`config.mk`:
```
export PLATFORM = sky130hd
export DESIGN_NAME = truth_table_sweeper
export DESIGN_NICKNAME = d
export VERILOG_FILES = /design/src/rtl/truth_table_sweeper.sv
export SDC_FILE = /design/constraint.sdc
export NUM_CORES = 1
export LEC_CHECK = 0
export ABC_AREA = 1
export BUFFER_PORTS_ARGS = -buffer_cell sky130_fd_sc_hd__buf_4
export CORE_MARGIN = 1
export CORE_UTILIZATION = 60
export CTS_BUF_LIST = sky130_fd_sc_hd__clkbuf_16
export CTS_CLUSTER_SIZE = 8
export DETAILED_ROUTE_END_ITERATION = 16
export PLACE_DENSITY = 0.84
export SLEW_MARGIN = 20
export SYNTH_ARGS = -nofsm -noshare
export SYNTH_HDL_FRONTEND = slang
export SYNTH_SLANG_ARGS = --single-unit
```
`constraint.sdc`:
```
create_clock -name clk -period 3.1 [get_ports clk]
set_input_delay 0 -clock clk [delete_from_list [all_inputs] [get_ports clk]]
set_output_delay 0 -clock clk [all_outputs]
set_load 0.02 [all_outputs]
```
`src/rtl/truth_table_sweeper.sv`:
```
// Walks a..d through all 16 vectors, holding each DWELL cycles and capturing f into tt; done at start+16*DWELL.
// Optional expected-table checker (err_cnt, mismatch) is compiled in with `define SWEEP_CHECK_EN.
module truth_table_sweeper #(
  parameter int DWELL = 20
) (
  input  logic        clk,
  input  logic        rst_n,
  input  logic        start,
  input  logic        abort,
  input  logic        f,
  output logic        a,
  output logic        b,
  output logic        c,
  output logic        d,
  output logic [3:0]  idx,
  output logic        busy,
  output logic        done,
  output logic [15:0] tt
`ifdef SWEEP_CHECK_EN
  ,
  input  logic [15:0] exp_tt,
  output logic [4:0]  err_cnt,
  output logic        mismatch
`endif
);

  typedef enum logic [1:0] {S_IDLE, S_DRIVE, S_DONE} state_t;

  localparam logic [7:0] RELOAD = 8'(DWELL - 1);

  generate
    if (DWELL < 1 || DWELL > 255) begin : g_bad_dwell
      $error("truth_table_sweeper: DWELL must be in 1..255");
    end
  endgenerate

  state_t      state_q;
  logic [7:0]  cnt_q;
  logic [3:0]  idx_q;
  logic [15:0] tt_q;
  logic [15:0] tt_d;
  logic        busy_q;
  logic        done_q;

  // Only the addressed bit changes; the table was cleared when the sweep was accepted.
  always_comb begin
    tt_d        = tt_q;
    tt_d[idx_q] = f;
  end

`ifdef SWEEP_CHECK_EN
  logic [4:0] err_q;
  logic [4:0] err_d;

  always_comb begin
    err_d = err_q;
    if ((f != exp_tt[idx_q]) && (err_q != 5'd16)) begin
      err_d = err_q + 5'd1;
    end
  end

  assign err_cnt  = err_q;
  assign mismatch = done_q && (err_q != 5'd0);
`endif

  always_ff @(posedge clk or negedge rst_n) begin
    if (!rst_n) begin
      state_q <= S_IDLE;
      cnt_q   <= 8'd0;
      idx_q   <= 4'd0;
      tt_q    <= 16'd0;
      busy_q  <= 1'b0;
      done_q  <= 1'b0;
`ifdef SWEEP_CHECK_EN
      err_q   <= 5'd0;
`endif
    end else if (abort) begin
      // Abort beats a simultaneous start; tt keeps whatever was captured so far.
      state_q <= S_IDLE;
      cnt_q   <= 8'd0;
      idx_q   <= 4'd0;
      busy_q  <= 1'b0;
      done_q  <= 1'b0;
`ifdef SWEEP_CHECK_EN
      err_q   <= 5'd0;
`endif
    end else begin
      case (state_q)
        S_IDLE, S_DONE: begin
          if (start) begin
            state_q <= S_DRIVE;
            cnt_q   <= RELOAD;
            idx_q   <= 4'd0;
            tt_q    <= 16'd0;
            busy_q  <= 1'b1;
            done_q  <= 1'b0;
`ifdef SWEEP_CHECK_EN
            err_q   <= 5'd0;
`endif
          end
        end
        S_DRIVE: begin
          if (cnt_q != 8'd0) begin
            cnt_q <= cnt_q - 8'd1;
          end else begin
            tt_q <= tt_d;
`ifdef SWEEP_CHECK_EN
            err_q <= err_d;
`endif
            if (idx_q != 4'd15) begin
              idx_q <= idx_q + 4'd1;
              cnt_q <= RELOAD;
            end else begin
              state_q <= S_DONE;
              idx_q   <= 4'd0;
              busy_q  <= 1'b0;
              done_q  <= 1'b1;
            end
          end
        end
        default: begin
          state_q <= S_IDLE;
          cnt_q   <= 8'd0;
          idx_q   <= 4'd0;
          busy_q  <= 1'b0;
          done_q  <= 1'b0;
        end
      endcase
    end
  end

  // idx_q is forced to 0 outside DRIVE, so the stimulus is simply the index.
  assign {a, b, c, d} = idx_q;
  assign idx          = idx_q;
  assign busy         = busy_q;
  assign done         = done_q;
  assign tt           = tt_q;

endmodule

```
== Yosys cells after proc, flatten, opt, wreduce, memory -nomap -nowiden ==
Index checks and enable logic that the tools add are counted.
Word-level totals
  register bits after elaboration: 32
  latch bits: 0
  bits in writable memories: 0
  ROM bits: 0
  bits of input ports: 5
  output and inout bits: 26
  logic and storage cells: 60
  memories: 0
Cells by class
  $add $sub $neg: 2
  multipliers: 0
  div/mod/pow operators: 0
  magnitude comparators: 2
  eq/ne operators: 9
  shift-type cells: 0
  multiplexer cells: 31
  bitwise operators: 1
  reductions and logical operators: 9
Operators with widths (count)
  $mux W16: 2
  $mux W8: 4
  $pmux W16 S2: 1
  $bwmux W16: 1
  $mux W4: 4
  $pmux W8 S2: 1
  $mux W1: 9
  $ne A3 B3 Y1 const B: 3
  $mux W2: 4
  $ne A4 B4 Y1 const B: 2
  $pmux W4 S2: 1
  $reduce_bool A8 Y1: 1
  $sub A8 B1 Y8 const B: 1
  $lt A4 B5 Y1 const B: 1
  $add A4 B1 Y4 const B: 1
  $demux W1 S4: 1
  $ge A4 B1 Y1 const B: 1
  $ne A2 B2 Y1 const B: 2
  $pmux W1 S2: 2
  $pmux W2 S2: 1
  $reduce_and A2 Y1: 2
  $reduce_and A4 Y1: 1
  $reduce_and A3 Y1: 1
  $eq A2 B1 Y1 const B: 1
  other kinds (6): 6

== Longest topological paths before layout ==
Gate-level depths: netlist of the first run.
  depth after elaboration: 7
  mapped depth: 10
  gate-level depth less buffers: 10

== Worst setup path after synthesis of the first run ==
Ideal clock, no wire load.
  path kind: flip-flop to flip-flop
  start: register cnt_q[0]
  end: register tt_q[0], in the netlist tt[0]
  library setup time: 0.117 ns
  arrival: 1.468 ns
  required time: 2.983 ns
  path slack: 1.515 ns
  stages on the path, launching flop included: 11
  period minus slack after synthesis: 1.585 ns
  cells stage by stage: dfrtp_1 > inv_1 > ha_1 > nand3_2 > nor2_8 > inv_2 > nand2_4 > buf_6 > nand3_1 > nand2_1 > nand2_1
Between the ends
  cells in the longest elaborated chain, start to end: 3
RTL lines
  start: declaration: line 38  | logic [7:0] cnt_q;
  start signal: assignment: line 104  | cnt_q <= cnt_q - 8'd1;
  $reduce_bool A8 Y1: line 103  | if (cnt_q != 8'd0) begin
  $ne A2 B2 Y1 (no line)
  $reduce_and A4 Y1 (no line)
  end signal: assignment: line 106  | tt_q <= tt_d;
  end: declaration: line 40  | logic [15:0] tt_q;
Every way passes these cells.
A chain may end at the register's enable or synchronous reset.

== Worst setup path after layout of the first run ==
  start: register cnt_q[0]
  end: register tt_q[13], in the netlist tt[13]
The elaborated chain is that of the path after synthesis.

==> impl_metrics.ini, run 1 <==
[global_route]
grtUsageTotal = 0.2903
antenna_found_initial = 0
grt_max_degree = 33
grt_pass1_vias = 1648
grt.overflow.total = 0
grt_pass1_wl_um = 7410

[timing]
setup_tns_ps = 0
slew_violations = 0
skew_ps = 2.199
fmax_mhz = 537.4
period_share = 0.6003
max_slew.worst_pin.slew_ps = 549.0
hold_viol = 0
maxSlewHeadroom = 0.6331
layout_min_cycle_time_ps = 1861
setup_violations = 0
rsz0062_at_grt = no

[die]
die_w_um = 59.38
die_area_um2 = 3526
rows = 20
start_util = 0.6419
die-height_um = 59.38
pin_count = 31
core_area_um2 = 3078

[layout]
nFillCells = 251
fin_nets = 315
final_util = 0.7512
drive_gt1_frac = 0.1738
syn_to_final_growth_pct = 17.04
n_antenna_cell = 0

[synthesis]
synth_top_area_frac = 0.3800
synthArstFlopShare = 1.000
yosys-top-cells-area = dfrtp_1 (38%), nand2_1 (18%), nand3_1 (9.9%)
ys_types = 24
ys.flop_type = dfrtp_1
yosysTopAreaCell = dfrtp_1
yosysSeqAreaShare = 0.3800
synth_edf_count = 0
synth_seq_cells = 30
synth.avg_cell_area_um2 = 7.056
yosysMostFrequentCell = nand2_1
yosysWarnings = 0
syn_area_um2 = 1976
synth_nets = 290
syn_inst = 280
ys_top_cells_by_count = nand2_1 (94), nand3_1 (39), inv_1 (34)

[clocking]
clock_latency_ps = 280
cts_hold_buf = 2
clkTransAtPathRegs_ps = 50
cts_tree = built
cts_made_buffers = 5
root_buffer = clkbuf_16
postCtsSetupBuffers = 0
cts.htree.levels = 2
post_cts_resized = 0
clkSinkCount = 30
clk_path_buf_depth = 2

[routing]
via_count = 1814
drt_pass1_iterations = 4
antenna_left = 0
post_drt_wl_per_cell_um = 12.58
drtIter0Drc = 94
routed_wl_um = 4391
detail_route.vias_per_cell = 5.198
drcViolationCount = 0

[run_status]
outcome = finished clean

[min_path]
worstHoldPathCells = 4
hold_class = input port to flop

[setup_path]
cp_slowest_cell = dfrtp_1
cp-start-kind = flop
crit_required_ps = 3260
path_cells = inv_1, ha_1, nand3_2, nor2_8, inv_2, nand2_4, nand3_1, nand2_1, nand2_1
critPathMaxStageDelay_ps = 370
cp_common_cell = nand2_1
end_kind = flop
worstSetupPathType = flop to flop
worst-r2r-cell-count = 9
cp.arrival_ps = 2020
worstPathMaxFanout = 32

[placed_design]
port-buffer-count = 30
hpwl_um = 2937
place.gp.congestion = 0.8633

[pwr]
powerDensity_nw_per_um2 = 507.1
power.leakage_nw = 1.382
ir_worst_vdd_uv = 459.8

[run]
drv_cap = 0
[cell type report]
type | instances | area [um^2] | area share
well taps | 44 | 55.05 | 0.02381
inverters | 39 | 146.4 | 0.06331
repair buffers | 33 | 252.7 | 0.1093
flip-flops and latches | 30 | 750.7 | 0.3247
multi-input cells | 196 | 974.7 | 0.4215
clock buffers | 5 | 125.1 | 0.05411
clock inverters | 2 | 7.507 | 0.003247
[state kept, by name (all words and copies together) (netlist names)]
name and count:
cnt_q 8, tt 16, state_q 2, idx 4
[through the flow]
| step | cell area [um^2] | power (mW) | cells | worst slack [ps] | hold slack [ps] |
|---|---|---|---|---|---|
| after floorplan | 1976 | 0.6751 | 280 | 1515 | -295.6 |
| after global placement | 2160 | 0.7221 | 340 | 1349 | -50.01 |
| after detailed placement | 2160 | 0.7290 | 340 | 1249 | -50.62 |
| after CTS | 2312 | 1.177 | 349 | 1232 | 157.0 |
| after global routing | 2312 | 1.234 | 349 | 1049 | 173.3 |
| final | 2312 | 1.173 | 349 | 1239 | 162.3 |
[cells in the final DEF, fill, tap and decap left out, drive strengths merged]
cell type,n
a21oi,1
buf,31
clkbuf,5
dfrtp,30
dlygate4sd3,2
ha,5
inv,41
nand2,98
nand3,40
nand4,20
nor2,20
nor3,1
o211ai,1
o21ai,6
or2,1
xor2,3
[per-layer routing]
| layer | track usage | routed length [um] | vias to the layer above |
|---|---|---|---|
| met5 | 0 | 0 | - |
| met4 | 0.1531 | 104 | 0 |
| met3 | 0.08297 | 196 | 10 |
| met2 | 0.4318 | 1996 | 51 |
| met1 | 0.3818 | 2093 | 814 |
| li1 | - | - | 939 |
[worst paths after layout]
check / from / slack [ps] / to
max: cnt_q[0] / 1240 / tt[13]
min: start / 160 / state_q[1]
max reg2reg: cnt_q[0] / 1240 / tt[13]
min reg2reg: tt[7] / 470 / tt[7]
max in group asynchronous: rst_n / 2620 / cnt_q[0]
min in group asynchronous: rst_n / 190 / cnt_q[2]
[where the power goes]
part	total (mW)	internal [mW]	switching, mW
Sequential	0.441	0.414	0.0267
Clock	0.444	0.285	0.159
Combinational	0.288	0.0942	0.193
Total	1.17	0.793	0.379
[critical path, delay by kind of cell (launching register included)]
family        cells  cell delay (ps)
fa+ha+maj         1              290
flops             1              370
buf+inv           2              220
simple gates      6              850
[cell families after synthesis]
kind of cell | after synthesis | share of synthesized area
AO/OA/AOI/OAI | 8 | 0.02153
XOR/XNOR | 3 | 0.01330
adder cells (fa/ha/maj) | 5 | 0.03167
buffers and inverters | 54 | 0.1279
flip-flops | 30 | 0.3800
AND/OR/NAND/NOR | 180 | 0.4256
No activity file was read; power rests on OpenSTA's default activity.
==> run 2, diff against run 1 <==
--- a/config.mk
+++ b/config.mk
@@ -8,11 +8,11 @@
 export ABC_AREA = 1
 export BUFFER_PORTS_ARGS = -buffer_cell sky130_fd_sc_hd__buf_4
 export CORE_MARGIN = 1
-export CORE_UTILIZATION = 60
+export CORE_UTILIZATION = 51
 export CTS_BUF_LIST = sky130_fd_sc_hd__clkbuf_16
 export CTS_CLUSTER_SIZE = 8
 export DETAILED_ROUTE_END_ITERATION = 16
-export PLACE_DENSITY = 0.84
+export PLACE_DENSITY = 0.76
 export SLEW_MARGIN = 20
 export SYNTH_ARGS = -nofsm -noshare
 export SYNTH_HDL_FRONTEND = slang
==> constraint.sdc (replaced) <==
create_clock -name clk -period 1.6 [get_ports clk]
set_input_delay 0 -clock clk [delete_from_list [all_inputs] [get_ports clk]]
set_output_delay 0 -clock clk [all_outputs]
set_load 0.02 [all_outputs]
==> impl_metrics.ini, run 2 (synthesis results as in run 1) <==
[clocking]
cts.htree.levels = 2
cts_made_buffers = 5
clkTransAtPathRegs_ps = 50
cts_tree = built
clock_latency_ps = 270
clk_path_buf_depth = 2
clkSinkCount = 30
root_buffer = clkbuf_16

[pwr]
ir_worst_vdd_uv = 691.7
powerDensity_nw_per_um2 = 968.5
power.leakage_nw = 1.447
power_mw = 2.371

[placed_design]
place.gp.congestion = 0.8092
hpwl_um = 3100
post-place-ws_ps = -36.26
port-buffer-count = 30

[routing]
drcViolationCount = 0
detail_route.vias_per_cell = 5.052
post_drt_wl_per_cell_um = 12.36
drtIter0Drc = 141
via_count = 1854
drt_pass1_iterations = 4
routed_wl_um = 4536
antenna_left = 0

[global_route]
grt.overflow.total = 0
grtUsageTotal = 0.2434
grt_pass1_wl_um = 7721
grt_max_degree = 33
antenna_found_initial = 0
grt_pass1_vias = 1732

[setup_path]
critical_path.endpoint = tt[15]
critPathMaxStageDelay_ps = 390
end_kind = flop
cp_common_cell = nand2_1
critPathTopFamily = simple AND/OR/NAND/NOR gates
rr_endpoint = tt[15]
worstPathMaxFanout = 16
worstSetupPathType = flop to flop
cp.arrival_ps = 1670
critical_path_buf_inv_count = 2
worst-r2r-cell-count = 9
regToRegStartpoint = cnt_q[1]
cp_num_cells = 9
path_cells = inv_1, ha_2, nand3_2, nor2_8, inv_4, nand2_8, nand3_1, nand2_1, nand2_1
crit_required_ps = 1760
cp_slowest_cell = dfrtp_1
cp-start-kind = flop
ff2ff_setup_slack_ps = 90
startpoint = cnt_q[1]

[timing]
slew_violations = 0
hold_viol = 0
fmax_mhz = 660.6
maxSlewHeadroom = 0.7396
max_slew.worst_pin.slew_ps = 390.5
setup_violations = 0
skew_ps = 4.502
layout_setup_ws_ps = 86.11
period_share = 0.9462
layout_min_cycle_time_ps = 1514

[layout]
nFillCells = 320
final_common_cell = nand2_1
layout_common_cells = nand2_1 (94), buf_4 (42), nand3_1 (39)
syn_to_final_growth_pct = 23.94
fin_nets = 328
seqCellArea_um2 = 750.7
n_antenna_cell = 0
largest_reg_flops = 16
drive_gt1_frac = 0.2100
multiInputGateArea_um2 = 997.2

[die]
core_area_um2 = 3689
die-height_um = 64.24
start_util = 0.5356
pin_count = 31
die_w_um = 64.24
rows = 22
die_area_um2 = 4127

[run]
drv_cap = 0

[run_status]
outcome = finished clean

[min_path]
hold_class = input port to flop
run 2: power by group:
part           switching, mW  total [mW]  internal (mW)
clock network          0.309       0.867          0.557
registers             0.0441       0.846          0.802
logic                  0.420       0.659          0.239
run 2: area by class of cell:
cell class | instances | area share
tap | 48 | 0.02453
inverter | 39 | 0.06081
sequential | 30 | 0.3066
timing repair buffer | 45 | 0.1451
multi-input combinational | 197 | 0.4073
clock inverter | 3 | 0.004599
clock buffer | 5 | 0.05110
run 2: repair_timing:
| item | 4_1_cts | 5_1_grt |
|---|---|---|
| cloned | 0 | 1 |
| hold buffers | 2 | 0 |
| gates resized for setup | 1 | 2 |
| pin swaps | 0 | 2 |
| endpoints found under the hold margin | 31 | 0 |
| endpoints found under the setup margin | 16 | 18 |
| buffers inserted | 0 | 1 |
run 2: per-stage QoR:
step                instances  area (um^2)  hold slack (ps)    util  setup TNS, ps
finish                    367         2449            150.2  0.6638              0
detailed placement        355         2260           -45.16  0.6126         -184.0
floorplan                 280         1976           -295.6       -              0
global placement          355         2260           -50.36  0.6126              0
global route              367         2449            191.2  0.6638         -21.25
CTS                       365         2425            146.3  0.6574              0
run 2: how the worst min path moves through the flow:
stage / start / end / cells after the start
after floorplan: rst_n / cnt_q[0] / 0
after global placement: rst_n / tt[11] / 1
after detailed placement: rst_n / tt[14] / 1
after CTS: start / state_q[1] / 4
after global routing: start / state_q[1] / 4
final: start / state_q[1] / 4
run 2: worst reg2reg max path, delay by kind of cell (launching register included):
kind | cells | cell delay (ps)
flip-flops | 1 | 390
AND/OR/NAND/NOR | 6 | 640
buffers and inverters | 2 | 180
adder cells (fa/ha/maj) | 1 | 200
run 2: metal layers:
metal / GRT usage / part of all wire / vias up
met5: 0 / 0 / -
met3: 0.05357 / 0.043 / 7
met2: 0.3724 / 0.46 / 41
met1: 0.3417 / 0.48 / 844
li1: - / - / 962
met4: 0.07500 / 0.015 / 0
